===== config.mk =====
export PLATFORM = sky130hd
export DESIGN_NAME = divider_operation
export DESIGN_NICKNAME = d
export VERILOG_FILES = /design/src/rtl/alu_ctrl_pkg.sv /design/src/rtl/divider_operation_div_step.sv /design/src/rtl/divider_operation.sv
export SDC_FILE = /design/constraint.sdc
export NUM_CORES = 1
export LEC_CHECK = 0
export ABC_AREA = 1
export CAP_MARGIN = 0
export CORE_ASPECT_RATIO = 0.9
export CORE_MARGIN = 2
export CORE_UTILIZATION = 31
export CTS_CLUSTER_SIZE = 12
export DETAILED_ROUTE_END_ITERATION = 10
export DONT_BUFFER_PORTS = 1
export PLACE_DENSITY = 0.45
export SLEW_MARGIN = 40
export SYNTH_ARGS = -nofsm -noshare
export SYNTH_HDL_FRONTEND = slang
export SYNTH_SLANG_ARGS = --single-unit

===== constraint.sdc =====
create_clock -name clk -period 2.85 [get_ports clk]
set_input_delay 0.57 -clock clk [delete_from_list [all_inputs] [get_ports clk]]
set_output_delay 0.57 -clock clk [all_outputs]
set_load 0.03 [all_outputs]

===== src/rtl/alu_ctrl_pkg.sv =====
// Controller state encoding and arithmetic-unit phase enum.
// Shared by the sequential multiplier and divider datapaths.
package alu_ctrl_pkg;

    localparam logic [1:0] ST_IDLE = 2'b00;
    localparam logic [1:0] ST_EXEC = 2'b01;
    localparam logic [1:0] ST_DONE = 2'b10;

    typedef enum logic [1:0] {
        PH_PREP = 2'b00,
        PH_ITER = 2'b01,
        PH_FIX  = 2'b10,
        PH_HOLD = 2'b11
    } phase_e;

endpackage


===== src/rtl/divider_operation_div_step.sv =====
// One radix-2 restoring division iteration: shift in the next dividend bit,
// trial-subtract the divisor and keep the result only if it did not borrow.
module div_step #(
    parameter int WIDTH = 32
) (
    input  logic [WIDTH-1:0] pr_i,
    input  logic             bit_i,
    input  logic [WIDTH-1:0] dvs_i,
    output logic [WIDTH-1:0] pr_o,
    output logic             q_o
);

    logic [WIDTH:0]   shifted;
    logic [WIDTH+1:0] trial;

    // The partial remainder is always below the divisor, so whichever value
    // is kept fits back into WIDTH bits.
    always_comb begin
        shifted = {pr_i, bit_i};
        trial   = {1'b0, shifted} - {2'b00, dvs_i};
        q_o     = ~trial[WIDTH+1];
        pr_o    = q_o ? trial[WIDTH-1:0] : shifted[WIDTH-1:0];
    end

endmodule


===== src/rtl/divider_operation.sv =====
// Sequential signed/unsigned restoring divider, one quotient bit per clock,
// sequenced by the shared IDLE/EXEC/DONE controller state bus.
module divider_operation
    import alu_ctrl_pkg::*;
#(
    parameter int WIDTH = 32
) (
    input  logic             clk,
    input  logic             reset_n,
    input  logic [1:0]       state,
    input  logic             signed_op,
    input  logic [WIDTH-1:0] dividend,
    input  logic [WIDTH-1:0] divisor,
    output logic [WIDTH-1:0] Q,
    output logic [WIDTH-1:0] R,
    output logic             op_done,
    output logic             div_by_zero,
    output logic             overflow
);

    localparam int CW = $clog2(WIDTH);
    localparam logic [WIDTH-1:0] MOST_NEG = {1'b1, {(WIDTH-1){1'b0}}};

    phase_e           phase_q, phase_d;
    logic [CW-1:0]    cnt_q, cnt_d;
    logic             loaded_q, loaded_d;
    logic             sgn_q, sgn_d;
    logic [WIDTH-1:0] dvd_q, dvd_d;
    logic [WIDTH-1:0] dvs_q, dvs_d;
    logic [WIDTH-1:0] pr_q, pr_d;
    logic             q_neg_q, q_neg_d;
    logic             r_neg_q, r_neg_d;
    logic [WIDTH-1:0] q_q, q_d;
    logic [WIDTH-1:0] r_q, r_d;
    logic             done_q, done_d;
    logic             dbz_q, dbz_d;
    logic             ovf_q, ovf_d;

    logic             load_en, exec_en, zero_div, ovf_case;
    logic [WIDTH-1:0] step_pr;
    logic             step_q;

    assign load_en  = (state == ST_IDLE) || (state == ST_DONE);
    assign exec_en  = (state == ST_EXEC) && loaded_q;
    assign zero_div = (dvs_q == '0);
    assign ovf_case = sgn_q && (dvd_q == MOST_NEG) && (dvs_q == '1);

    div_step #(.WIDTH(WIDTH)) u_step (
        .pr_i  (pr_q),
        .bit_i (dvd_q[WIDTH-1]),
        .dvs_i (dvs_q),
        .pr_o  (step_pr),
        .q_o   (step_q)
    );

    // NOTE: every always_comb output gets a default first; a path that
    // leaves one unassigned would infer a latch.
    always_comb begin
        phase_d = phase_q;
        if (load_en) begin
            phase_d = PH_PREP;
        end else if (exec_en) begin
            case (phase_q)
                PH_PREP: phase_d = (zero_div || ovf_case) ? PH_HOLD : PH_ITER;
                PH_ITER: if (cnt_q == CW'(WIDTH-1)) phase_d = PH_FIX;
                PH_FIX:  phase_d = PH_HOLD;
                default: phase_d = PH_HOLD;
            endcase
        end
    end

    always_comb begin
        cnt_d    = cnt_q;
        loaded_d = loaded_q;
        sgn_d    = sgn_q;
        dvd_d    = dvd_q;
        dvs_d    = dvs_q;
        pr_d     = pr_q;
        q_neg_d  = q_neg_q;
        r_neg_d  = r_neg_q;
        q_d      = q_q;
        r_d      = r_q;
        done_d   = done_q;
        dbz_d    = dbz_q;
        ovf_d    = ovf_q;
        if (load_en) begin
            dvd_d    = dividend;
            dvs_d    = divisor;
            sgn_d    = signed_op;
            loaded_d = 1'b1;
            q_d      = '0;
            r_d      = '0;
            done_d   = 1'b0;
            dbz_d    = 1'b0;
            ovf_d    = 1'b0;
        end else if (exec_en) begin
            case (phase_q)
                PH_PREP: begin
                    q_neg_d = sgn_q && (dvd_q[WIDTH-1] ^ dvs_q[WIDTH-1]);
                    r_neg_d = sgn_q && dvd_q[WIDTH-1];
                    dvd_d   = (sgn_q && dvd_q[WIDTH-1]) ? -dvd_q : dvd_q;
                    dvs_d   = (sgn_q && dvs_q[WIDTH-1]) ? -dvs_q : dvs_q;
                    pr_d    = '0;
                    cnt_d   = '0;
                    if (zero_div) begin
                        q_d    = '1;
                        r_d    = dvd_q;
                        dbz_d  = 1'b1;
                        done_d = 1'b1;
                    end else if (ovf_case) begin
                        q_d    = MOST_NEG;
                        r_d    = '0;
                        ovf_d  = 1'b1;
                        done_d = 1'b1;
                    end
                end
                PH_ITER: begin
                    pr_d  = step_pr;
                    dvd_d = {dvd_q[WIDTH-2:0], step_q};
                    cnt_d = cnt_q + CW'(1);
                end
                PH_FIX: begin
                    q_d    = q_neg_q ? -dvd_q : dvd_q;
                    r_d    = r_neg_q ? -pr_q : pr_q;
                    done_d = 1'b1;
                end
                default: ;
            endcase
        end
    end

    // NOTE: sequential state uses non-blocking assignments so every flop
    // samples pre-edge values regardless of process evaluation order.
    always_ff @(posedge clk or negedge reset_n) begin
        if (!reset_n) begin
            phase_q  <= PH_PREP;
            cnt_q    <= '0;
            loaded_q <= 1'b0;
            sgn_q    <= 1'b0;
            dvd_q    <= '0;
            dvs_q    <= '0;
            pr_q     <= '0;
            q_neg_q  <= 1'b0;
            r_neg_q  <= 1'b0;
            q_q      <= '0;
            r_q      <= '0;
            done_q   <= 1'b0;
            dbz_q    <= 1'b0;
            ovf_q    <= 1'b0;
        end else begin
            phase_q  <= phase_d;
            cnt_q    <= cnt_d;
            loaded_q <= loaded_d;
            sgn_q    <= sgn_d;
            dvd_q    <= dvd_d;
            dvs_q    <= dvs_d;
            pr_q     <= pr_d;
            q_neg_q  <= q_neg_d;
            r_neg_q  <= r_neg_d;
            q_q      <= q_d;
            r_q      <= r_d;
            done_q   <= done_d;
            dbz_q    <= dbz_d;
            ovf_q    <= ovf_d;
        end
    end

    assign Q           = q_q;
    assign R           = r_q;
    assign op_done     = done_q;
    assign div_by_zero = dbz_q;
    assign overflow    = ovf_q;

endmodule


* Word-level counts from Yosys, hierarchy flattened
Index checks and enable logic that the tools add are counted.
Widths: inputs -> output; s select.
** Word-level totals
- Register bits :: 174
- Bits in latches :: 0
- Memory bits (writable) :: 0
- Bits in read-only memories :: 0
- Input port bits :: 69
- Output and inout bits :: 67
- Logic and storage cells :: 101
- Memories :: 0
** Cells by class
- Add/subtract/negate cells :: 5
- Multiply operators :: 0
- Div/mod/pow operators :: 0
- Order comparisons :: 0
- Eq/ne operators :: 11
- Shifts and indexed selects :: 0
- Multiplexer cells :: 41
- Bitwise operators :: 3
- Reduce and logical (&&, ||, !) cells :: 27
** Operators with widths (count)
- $mux 32 :: 18
- $pmux 32 s2 :: 4
- $neg 32->32 :: 3
- $eq 32x32->1 const B :: 2
- $sub 33x32->34 :: 1
- $logic_not 32->1 :: 1
- $reduce_and 3->1 :: 6
- $mux 1 :: 12
- $reduce_bool 2->1 :: 6
- $pmux 5 s2 :: 1
- $mux 2 :: 4
- $logic_and 1x1->1 :: 6
- $ne 3x3->1 const B :: 2
- $reduce_bool 3->1 :: 2
- $add 5x1->5 const B :: 1
- $eq 5x5->1 const B :: 1
- $eq 2x1->1 const B :: 2
- $eq 2x2->1 const B :: 2
- $logic_not 2->1 :: 2
- $ne 4x4->1 const B :: 1
- $pmux 2 s2 :: 1
- $reduce_and 4->1 :: 1
- $logic_or 1x1->1 :: 2
- $ne 2x2->1 const B :: 1
- other kinds (4) :: 5

* Longest topological paths before layout
- Depth in word-level cells :: 8
- Depth in mapped cells :: 17
- Gate-level depth less buffers :: 16

* By module
A second synthesis with hierarchy kept.
** Second synthesis, totals
- Cell total of the unflattened synthesis :: 2242
- Area, all modules :: 14455.1 um2
** By module, submodules not included
- divider_operation :: times used 1, cells an instance 1603, area an instance 11329.6 um2, seq. area each 4354.2 um2
- div_step :: times used 1, cells an instance 639, area an instance 3125.5 um2, seq. area each 0.0 um2

* Least setup slack after synthesis
OpenSTA, ideal clock, no wires.
- Kind :: reg2reg
- From :: reg dvs_q[21]
- To :: reg pr_q[10]
- Library setup time :: 0.130 ns
- Data arrival time :: 2.114 ns
- Data required time :: 2.720 ns
- Path slack :: 0.606 ns
- Cell stages (with the launch flop) :: 14
- Buffers on the path :: 1
- Clock period less this slack :: 2.244 ns
- Cell sequence :: dfrtp_1 inv_1 ha_1 nand2_1 inv_1 nand2_1 inv_1 a21oi_1 nor2_1 nor2_1 clkbuf_1 nand3_1 nand3_1 o21ai_0
** On the way
- Longest elaborated chain between the ends :: 3
** RTL lines
- from (decl) :: RTL line divider_operation.sv:29 : logic [WIDTH-1:0] dvs_q, dvs_d;
- from (signal assigned) :: RTL line divider_operation.sv:156 : dvs_q <= dvs_d;
- $sub 33x32->34 :: RTL line divider_operation_div_step.sv:20 : trial = {1'b0, shifted} - {2'b00, dvs_i};
- $mux 32 :: RTL line divider_operation_div_step.sv:22 : pr_o = q_o ? trial[WIDTH-1:0] : shifted[WIDTH-1:0];
- $pmux 32 s2 :: RTL line divider_operation.sv:97 : case (phase_q)
- to (signal assigned) :: RTL line divider_operation.sv:157 : pr_q <= pr_d;
- to (decl) :: RTL line divider_operation.sv:30 : logic [WIDTH-1:0] pr_q, pr_d;
No other way between the ends.
A chain may end at the register's enable or synchronous reset.

* Final worst setup path
- From :: reg dvd_q[1]
- To :: reg r_q[1] (netlist: R[1])
** On the way
- Longest elaborated chain between the ends :: 5
- Elaborated cells on any way between the ends :: 9
- Those cells by class :: eq/ne: 2; mux: 4; reduce/logical: 3
** RTL lines
- from (decl) :: RTL line divider_operation.sv:28 : logic [WIDTH-1:0] dvd_q, dvd_d;
- from (signal assigned) :: RTL line divider_operation.sv:155 : dvd_q <= dvd_d;
- $eq 32x32->1 :: RTL line divider_operation.sv:46 : assign ovf_case = sgn_q && (dvd_q == MOST_NEG) && (dvs_q == '1);
- $logic_and 1x1->1 (2 in series) :: RTL line divider_operation.sv:46
- $ne 4x4->1 (no line)
- $reduce_and 3->1 (no line)
- to (signal assigned) :: RTL line divider_operation.sv:161 : r_q <= r_d;
- to (decl) :: RTL line divider_operation.sv:34 : logic [WIDTH-1:0] r_q, r_d;
Parallel ways exist; a longest one is shown, timed or not. The select of a mux whose other input is x is not followed.

==> summary.md <==
| Metric | Value |
|---|---|
| Drt drc | 0 |
| Post-synthesis mux area share | 0 |
| Vias/cell | between 5 and 6 |
| VDD IR max | 0.594 mV |
| CTS sink cnt | 174 |
| Synth Flop Type | dfrtp_1 |
| IO Pins | 136 |
| Slew Limit Fails | 0 |
| Crit-path cells | inv_1, ha_1, nand2_1, nor2_2, nand2_1, nor2_1, nand3_2, nand3_2, nand2_4, buf_12, inv_2, nand2_1, nand2_1 |
| Max-Cap Viols | 0 |
| Syn Area/Cell | ~6.3 um^2 |
| Data required, critical path | 3.28 ns |
| Clock skew | between 0.015 and 0.02 ns |
| Post-synth EDFFs | 0 |
| Routed Antenna Nets | 0 |
| Min Hold Slack | -0.216 ns |
| Core ar. | about 44000 um^2 |
| Slew HR | 0.541 |
| R2r startpoint | dvd_q[1] |
| Crit-path max cell delay | roughly 0.40 ns |
| Grt total ovfl | 0 |
| Htree depth | 4 |
| Die H | approximately 200 um |
| Met2 Use GR | 0.349 |
| Highest clock rate | 373 MHz |
| Failing checks | hold timing |
| Setup crit end kind | register |
| Post-Synth Simple-Gate Area | 0.372 |
| Gpl congestion | a little over 0.9 |
| Die X | 226 um |
| PD cells | about 620 nW/um^2 |
| Crit path from | dvd_q[1] |
| Largest net degree at the start of global routing | ~180 |
| Largest family of logic cells by synthesized area | simple AND/OR/NAND/NOR gates |
| Met3 usage | 0.0725 |
| Post-synthesis adder-cell area fraction | 0.0360 |
| Initial drt markers | between 1500 and 2000 |
| Gr busiest metal | met1 |
| Status | finished, violations left |
| Post-CTS Setup Bufs | 0 |
| Worst-skew pair later-pin latency | 0.50 ns |
| # setup viols final | 0 |
| Area Growth Syn to Fin | 10.3% |
| YS warnings | 0 |
| Register area share after synthesis | 0.317 |
| Post-DP HPWL | between 40000 and 50000 um |
| Final WL | between 50000 and 60000 um |
| Critical-path top delay cell | dfrtp_1 |
| Final setup TNS | 0 ns |
| Initial antenna violation count | 2 |
| Global-route wire length before repair | 84800 um |
| WL/cell | 20.3 um |
| Row cnt | 73 |
| CP Max Fanout | between 70 and 80 |
| GRT Util Overall | 0.247 |
| RSZ-0062 raised after global routing | false |
| CP Buf/Inv Count | 3 |
| CP startpoint kind | register |
| WP data arrival | just over 3 ns |
| M1 GR Usage | 0.364 |
| Most frequent CP cell | nand2_1 |
| Min cycle time layout | roughly 2.7 ns |
| FF+latch count, synth | approximately 170 |
| Num CTS Buffers | 17 |
| DR pass1 iterations | 6 |
| Root Driver | clkbuf_16 |
| Mapped Cells | between 2000 and 2500 |
| Vias | ~14000 |
| # port buffers | 0 |
| Synthesized area | roughly 14000 um^2 |
| Synth cell types | 42 |
| Mapped Nets | 2288 |
| CTS tree | yes |
| Final critical-path share of the clock period | 0.942 |
| Synth Area in Compound Gates | 0.152 |
| Hold Crit Class | in -> async |
| Post-Synth XOR/XNOR Area | 0.0210 |
| Setup Crit Path Kind | reg -> reg |
| Delay-heaviest family, CP | simple AND/OR/NAND/NOR gates |
| Final Util | 0.345 |
| Number of global-route vias before repair | approximately 14000 |
| Die area | ~46000 um^2 |
| Ys async rst share | 1.00 |
| Max clock buf depth | 2 |
| Final hold violation count | ~170 |
| Initial Util | 0.313 |
| LEAKAGE | between 7 and 8 nW |
| Worst-Margin Slew | 0.688 ns |
| Layout cells sized above 1 | 0.0507 |
| Clk slew on worst S/H paths | 0.08 ns |
| Nets | approximately 2300 |
-- cell usage in the layout, fill, tap and decap left out, types with 3 or more instances in the layout --
cell type / Yosys / final
o21ai_0: 141 / 141
xor2_1: 19 / 19
nand3_1: 264 / 263
a31oi_1: 4 / 4
ha_1: 38 / 38
nand3_2: 2 / 3
nand2_1: 665 / 664
nand3b_1: 4 / 4
o22ai_1: 4 / 4
a22oi_1: 46 / 46
or2_2: 7 / 7
dfrtp_1: 174 / 172
inv_2: 3 / 4
o21ai_2: 4 / 4
inv_1: 275 / 273
inv_8: 0 / 4
and2_1: 6 / 6
a21oi_1: 70 / 70
nor2_1: 223 / 218
xnor2_1: 14 / 14
buf_12: 0 / 6
clkbuf_16: 0 / 17
nor3_1: 11 / 11
clkinvlp_4: 0 / 5
o21bai_1: 3 / 3
o211ai_1: 24 / 24
inv_6: 0 / 3
a221oi_1: 29 / 29
o21ai_1: 19 / 19
nand4_1: 27 / 27
nor2_2: 5 / 8
buf_4: 1 / 33
-- report_power, final --
group / total, mW / internal (mW) / leakage (nW) / switching [mW]
registers: 3.61 / 2.84 / 2.25 / 0.769
clock network: 2.52 / 1.25 / 0.284 / 1.27
logic: 3.22 / 0.978 / 4.96 / 2.24
total: 9.34 / 5.07 / 7.49 / 4.27
-- cell type report --
class	count	area (um^2)
Clock buffer	17	425
Multi-Input combinational cell	1643	8010
Inverter	278	1050
Timing Repair inverter	1	7.51
Sequential cell	174	4360
Antenna cell	1	2.50
Timing Repair Buffer	41	390
Fill cell	4882	28800
Tap cell	600	751
Clock inverter	15	174
-- cells by family (layout without fill, tap and decap cells) --
kind of cell | Yosys count | after routing
DFF | 174 | 174
other | 0 | 1
AOI/OAI and AO/OA | 350 | 350
xor gates and xnor gates | 33 | 33
adders and majority gates | 39 | 39
buffers and inverters | 363 | 352
and+or+nand+nor | 1221 | 1221
-- synthesized netlist by cell type (7+ instances only) --
cell type	n	area (um^2)
nor2_1	223	837
o21ai_1	19	95.1
a22oi_1	46	345
xor2_1	19	166
or2_2	7	43.8
buf_2	16	80.1
o21ai_0	141	706
nand4_1	27	169
dfrtp_1	174	4350
xnor2_1	14	123
a221oi_1	29	254
a21oi_1	70	350
o211ai_1	24	180
nor3_1	11	55.1
nand3_1	264	1320
nand2_1	665	2500
clkbuf_1	59	221
inv_1	275	1030
ha_1	38	475
-- flip-flops by register name, summed over array words and instances, names as in the netlist --
signal,flops
pr_q,32
cnt_q,5
phase_q,2
Q,32
R,32
r_neg_q,1
dvd_q,32
sgn_q,1
op_done,1
q_neg_q,1
loaded_q,1
dvs_q,32
overflow,1
div_by_zero,1
-- path summary, 6_finish.rpt --
check | to | slack (ns) | depth (start not counted)
worst max-delay path | R[1] | 0.17 | 13
worst min register to register | loaded_q | 0.50 | 2
worst max register to register | R[1] | 0.17 | 13
max in group asynchronous | dvd_q[20] | 2.61 | 0
worst min-delay path | pr_q[27] | -0.22 | 0
min in group clk | loaded_q | 0.18 | 1
-- what timing repair did --
action,in CTS,in global routing
endpoints found under the setup margin,0,42
hold endpoints to repair,174,174
gates resized for setup,0,13
-- per-stage QoR --
step	setup slack [ns]	hold slack, ns	std cells	power, mW	area, um^2
global route	0.0118	-0.239	2770	9.91	15200
global placement	0.137	0.296	2736	6.80	14500
CTS	0.0804	-0.250	2768	9.34	15100
detailed placement	0.102	0.295	2736	6.79	14500
floorplan	0.606	0.274	2180	5.62	13700
finish	0.166	-0.216	2770	9.34	15200
-- metal layers --
metal / part of all wire / wire [um]
met1: 0.48 / 27000
met2: 0.41 / 23100
met3: 0.090 / 5040
met4: 0.018 / 1010
met5: 0 / 0
(Power assumes the default switching activity.)
